## config.mk

```make
export PLATFORM = sky130hd
export DESIGN_NAME = m2_decode
export DESIGN_NICKNAME = d
export VERILOG_FILES = /design/src/rtl/m2_decode.sv
export SDC_FILE = /design/constraint.sdc
export NUM_CORES = 1
export LEC_CHECK = 0
export BUFFER_PORTS_ARGS = -buffer_cell sky130_fd_sc_hd__buf_2
export CAP_MARGIN = 25
export CORE_ASPECT_RATIO = 2
export CORE_MARGIN = 4
export CORE_UTILIZATION = 47
export DETAILED_ROUTE_END_ITERATION = 6
export HOLD_SLACK_MARGIN = 0.12
export PLACE_DENSITY_LB_ADDON = 0.3
export SYNTH_ARGS = -nofsm -noshare
export SYNTH_HDL_FRONTEND = slang
export SYNTH_SLANG_ARGS = --single-unit
```

## constraint.sdc

```tcl
create_clock -name clock_334p128k -period 8.05 [get_ports clock_334p128k]
set_input_delay 0.4025 -clock clock_334p128k [delete_from_list [all_inputs] [get_ports clock_334p128k]]
set_output_delay 0.4025 -clock clock_334p128k [all_outputs]
set_load 0.02 [all_outputs]
```

## src/rtl/m2_decode.sv

```systemverilog
// Manchester-II receive stage: sync detection, half-bit sampling, pair/parity decode,
// and FIFO write of good words as {is_cmd, data[15:0]}.
module m2_decode #(
    parameter int OSR     = 8,
    parameter int GAP_MIN = 20
) (
    input  logic        clock_334p128k,
    input  logic        rstn,
    input  logic        m2_bzi,
    input  logic        m2_boi,
    input  logic        full,
    output logic        wr_en,
    output logic [16:0] wr_data,
    output logic        word_done,
    output logic        perr,
    output logic        merr,
    output logic        sync_err,
    output logic        overflow
);

    localparam int SW = (OSR > 1) ? $clog2(OSR) : 1;
    localparam logic [SW-1:0] SUB_MID  = SW'(OSR / 2);
    localparam logic [SW-1:0] SUB_LAST = SW'(OSR - 1);
    localparam logic [7:0]    GAP_L    = 8'(GAP_MIN);

    typedef enum logic [1:0] {IDLE, SYNC, RECV, DONE} state_t;

    state_t         state_reg, state_next;
    logic           bzi_meta_reg, bzi_s_reg, boi_meta_reg, boi_s_reg;
    logic           level_prev_reg;
    logic [7:0]     low_run_reg;
    logic [SW-1:0]  sub_reg;
    logic [5:0]     hb_reg;
    // Only the last 34 half-bits are ever decoded; sync half-bits are checked on the fly.
    logic [33:0]    sr_reg;
    logic           line_err_reg;
    logic           is_cmd_reg;

    logic           level, line_bad, rise, sample, cmd_sync;
    logic [5:0]     last_hb;
    logic [15:0]    data_c, pair_bad;
    logic           merr_c, parity_ok;
    logic           wr_en_next, word_done_next, perr_next, merr_next, sync_err_next, ovf_set;

    assign level    = bzi_s_reg;
    assign line_bad = (bzi_s_reg == boi_s_reg);
    assign rise     = level && !level_prev_reg;
    assign sample   = ((state_reg == SYNC) || (state_reg == RECV)) && (sub_reg == SUB_MID);
    assign cmd_sync = (sr_reg[1:0] == 2'b00) && !level;
    assign last_hb  = is_cmd_reg ? 6'd39 : 6'd36;

    generate
        for (genvar gi = 0; gi < 16; gi++) begin : g_pair
            assign data_c[gi]   = sr_reg[2*gi+3];
            assign pair_bad[gi] = (sr_reg[2*gi+3] == sr_reg[2*gi+2]);
        end
    endgenerate

    assign merr_c    = (|pair_bad) || (sr_reg[1] == sr_reg[0]) || line_err_reg;
    assign parity_ok = ((^data_c) ^ sr_reg[1]) == 1'b1;

    always_comb begin
        state_next     = state_reg;
        wr_en_next     = 1'b0;
        word_done_next = 1'b0;
        perr_next      = 1'b0;
        merr_next      = 1'b0;
        sync_err_next  = 1'b0;
        ovf_set        = 1'b0;
        case (state_reg)
            IDLE: begin
                if (rise && (low_run_reg >= GAP_L)) state_next = SYNC;
            end
            SYNC: begin
                if (sample) begin
                    if ((hb_reg <= 6'd2) && !level) begin
                        sync_err_next = 1'b1;
                        state_next    = IDLE;
                    end else if (hb_reg == 6'd5) begin
                        state_next = RECV;
                    end
                end
            end
            RECV: begin
                if (sample && (hb_reg == last_hb)) state_next = DONE;
            end
            DONE: begin
                state_next     = IDLE;
                word_done_next = 1'b1;
                merr_next      = merr_c;
                perr_next      = !merr_c && !parity_ok;
                if (!merr_c && parity_ok) begin
                    if (full) ovf_set = 1'b1;
                    else      wr_en_next = 1'b1;
                end
            end
            default: state_next = IDLE;
        endcase
    end

    always_ff @(posedge clock_334p128k or negedge rstn) begin
        if (!rstn) begin
            state_reg      <= IDLE;
            bzi_meta_reg   <= 1'b0;
            bzi_s_reg      <= 1'b0;
            boi_meta_reg   <= 1'b0;
            boi_s_reg      <= 1'b0;
            level_prev_reg <= 1'b0;
            low_run_reg    <= 8'd0;
            sub_reg        <= '0;
            hb_reg         <= 6'd0;
            sr_reg         <= '0;
            line_err_reg   <= 1'b0;
            is_cmd_reg     <= 1'b0;
            wr_en          <= 1'b0;
            wr_data        <= 17'd0;
            word_done      <= 1'b0;
            perr           <= 1'b0;
            merr           <= 1'b0;
            sync_err       <= 1'b0;
            overflow       <= 1'b0;
        end else begin
            bzi_meta_reg   <= m2_bzi;
            bzi_s_reg      <= bzi_meta_reg;
            boi_meta_reg   <= m2_boi;
            boi_s_reg      <= boi_meta_reg;
            level_prev_reg <= level;

            if (level || line_bad)       low_run_reg <= 8'd0;
            else if (low_run_reg != 8'hFF) low_run_reg <= low_run_reg + 8'd1;

            state_reg <= state_next;
            wr_en     <= wr_en_next;
            word_done <= word_done_next;
            perr      <= perr_next;
            merr      <= merr_next;
            sync_err  <= sync_err_next;
            if (wr_en_next) wr_data  <= {is_cmd_reg, data_c};
            if (ovf_set)    overflow <= 1'b1;

            if ((state_reg == IDLE) && (state_next == SYNC)) begin
                sub_reg      <= '0;
                hb_reg       <= 6'd0;
                line_err_reg <= 1'b0;
            end else if ((state_reg == SYNC) || (state_reg == RECV)) begin
                if (sub_reg == SUB_LAST) begin
                    sub_reg <= '0;
                    hb_reg  <= hb_reg + 6'd1;
                end else begin
                    sub_reg <= sub_reg + 1'b1;
                end
                if (sample) begin
                    sr_reg <= {sr_reg[32:0], level};
                    if (line_bad) line_err_reg <= 1'b1;
                    if ((state_reg == SYNC) && (hb_reg == 6'd5)) is_cmd_reg <= cmd_sync;
                end
            end
        end
    end

endmodule

```

==> flow_metrics.py <==
metrics = {
    "power": {
        "p_per_area_mw_per_mm2": 196,
        "vdd_ir_drop_max_mv": 0.133,
        "leakagePower_nw": 2.23,
    },
    "timing": {
        "rsz0062_at_grt": "false",
        "slew_headroom": 0.541,
        "worst_pin_slew_ps": 682,
        "period_minus_slack_ps": 2800,
        "slew_violations": 0,
        "finalSetupViolations": 0,
        "timing.fmax_ghz": 0.357,
        "timing.final.crit_share": 0.348,
        "hold_violations": 0,
        "finalSetupTns_ps": 0,
        "finClkSkew_ps": 4.13,
    },
    "detailed_routing": {
        "wl_um": 6910,
        "drtIter0Drc": 97,
        "viasPerCell": 5.28,
        "vias": 2290,
        "wl_per_cell_um": 15.9,
        "drc": 0,
        "drt_first_pass_iters": 4,
        "postRouteAntennaNets": 0,
    },
    "critical_path": {
        "crit_required_ps": 8270,
        "cp_max_fo": 6,
        "path_delay_family": "simple AND/OR/NAND/NOR gates",
        "worstSetupPathType": "reg2reg",
        "critPathSlowestCell": "or4b_2",
        "worstSetupStartpoint": "state_reg[0]",
        "startpoint_type": "register",
        "crit_path_max_incr_delay_ps": 670,
        "crit_path_frequent_cell": "inv_1",
        "cp-end-kind": "register",
        "crit_buf_inv": 2,
        "arrival_ps": 3020,
        "regToRegStartpoint": "state_reg[0]",
        "path_cells": "inv_1, ha_1, nand3_1, or4b_2, nor3b_1, inv_1, nor3_1, mux2_2",
    },
    "place": {
        "hpwl_um": 4970,
        "gp_congestion": 0.796,
        "placed_area_mm2": 0.00405,
        "portBuffers": 27,
    },
    "yosys": {
        "synth.avg_cell_area_um2": 12.8,
        "ys_types": 43,
        "synthesis.nets": 318,
        "synthCells": 299,
        "synth-seq-area-share": 0.544,
        "ys.warnings.count": 0,
        "syn-cell-area_mm2": 0.00382,
        "synth-seq-cells": 83,
    },
    "clock_network": {
        "clock_path_buffers": 2,
        "cts-htree-levels": 3,
        "cts_root_buf": "clkbuf_16",
        "cts_tree": "done",
        "cts_hold_buffers": 0,
        "path_clk_slew_ps": 60,
        "cts_sinks": 83,
        "cts-resized-gates": 0,
        "worstSkewPairLatency_ps": 330,
        "post_cts_buffers": 0,
        "cts_made_buffers": 9,
    },
    "global_routing": {
        "grt_max_degree": 84,
        "grt_util_met2": 0.286,
        "grt_busiest_layer": "met2",
        "track_usage": 0.161,
        "grt_pass1_wl_um": 11800,
        "grt_use_met3": 0.0409,
        "grt_overflow": 0,
        "grt_pass1_vias": 2487,
        "grt_antenna_before_repair": 0,
        "grtUsageMet1": 0.167,
    },
    "worst_hold_path": {
        "hold_path_class": "in2reg",
        "hold_start": "m2_boi",
    },
    "final_layout": {
        "diodes": 0,
        "fill_cells": 679,
        "layout-drive-gt1-share": 0.293,
        "largest_register_ffs": 34,
        "syn2layout_area_growth_pct": 15.5,
        "finalInstanceArea_mm2": 0.00441,
        "final_nets": 352,
    },
    "die": {
        "die_h_um": 135,
        "num_io_pins": 28,
        "start_util": 0.480,
        "core-area_mm2": 0.00794,
        "die-area_mm2": 0.00971,
        "fp.dieW_um": 71.7,
        "std_cell_rows": 46,
    },
    "run": {
        "maxCapViolations": 0,
    },
    "outcome": {
        "status": "finished, final reports clean",
    },
}
## cell usage after synthesis (all sizes together)
cell type   n  area share
inv        15       0.015
nor3b       1      0.0020
and3b       1      0.0023
or4b        1      0.0026
mux2i       3      0.0079
mux2       50        0.16
o2111a      1      0.0030
o211ai      1      0.0020
nor3        6      0.0079
and2        1      0.0016
o22ai       2      0.0033
nor2       21       0.021
a31oi       2      0.0033
xor2       17       0.039
nor4        1      0.0016
and3        3      0.0049
a22oi       1      0.0020
o21ai       9       0.012
nand4       6      0.0098
and4b       1      0.0026
o21a        1      0.0020
nand3b      1      0.0020
buf         4       0.011
o2111ai     1      0.0023
or3         1      0.0016
nand2      11       0.011
a41o        1      0.0026
xnor3       1      0.0059
xnor2      17       0.041
o21bai      1      0.0020
nor2b       4      0.0066
dfrtp      83        0.54
a211oi      3      0.0059
clkbuf      4      0.0043
a221oi      1      0.0023
ha         14       0.046
a21oi       4      0.0052
nand3       4      0.0052
## logic make-up (layout without fill, tap and decap cells)
group,count (synthesis),count (layout),share of synthesized area
buf+inv,23,62,0.0298
fa+ha+maj,14,14,0.0459
mux,53,53,0.164
compound gates,28,28,0.0475
xor+xnor,35,35,0.0859
flops,83,83,0.544
simple gates,63,63,0.0823
## where the power goes
part           leakage, nW  switching (mW)  total (mW)  internal [mW]
sequential            1.15         0.00123       0.420          0.419
combinational        0.935          0.0101      0.0138        0.00378
clock                0.147           0.161       0.431          0.270
## through the flow
step	worst slack, ps	std cells	hold WS (ps)	power (mW)	util
after floorplan	5500	299	107	0.430	-
after global placement	4970	415	344	0.440	0.507
after detailed placement	5250	416	340	0.440	0.510
after CTS	5220	432	155	0.875	0.550
after global routing	5010	434	163	0.895	0.555
final	5250	434	173	0.865	0.555
## area by class of cell
cell class                      instances  area (um2)  share of cell area
Clock buffer                            9         225              0.0511
Clock inverter                          7        92.6              0.0210
Inverter                               15        56.3              0.0128
Multi-Input combinational cell        193        1630               0.369
Sequential cell                        83        2080               0.471
Tap cell                               96         120              0.0272
Timing Repair Buffer                   31         210              0.0477
## placed cells by master (no fill, tap or decap), types with 2 or more instances in the layout
cell type	n
inv_1	15
xor2_1	17
a211oi_1	3
o21ai_0	9
dfrtp_1	83
buf_16	2
xnor2_1	16
mux2_2	41
a21oi_1	4
buf_4	2
and3_1	3
nand4_1	6
mux2_4	9
clkbuf_16	9
clkinvlp_4	3
o22ai_1	2
ha_1	14
a31oi_1	2
nand2_1	11
nor3_1	6
clkinv_2	2
bufinv_16	2
nor2_1	20
buf_2	26
mux2i_1	3
nand3_1	4
nor2b_1	4
## metal layers
layer	share of wire	wire [um]	up-vias
met2	0.57	3940	26
met1	0.37	2560	1146
met5	0	0	-
met4	0.036	248	0
met3	0.023	160	14
li1	-	-	1104
## final timing paths
check	endpoint	slack (ps)	cells past startpoint
hold / removal	boi_meta_reg	170	1
setup / recovery	is_cmd_reg	5250	8
min in group asynchronous	wr_data[3]	490	2
max in group asynchronous	boi_meta_reg	6970	3
hold reg to reg	bzi_s_reg	350	0
setup reg to reg	is_cmd_reg	5250	8
Note: power is estimated with default switching activity, not from simulation.
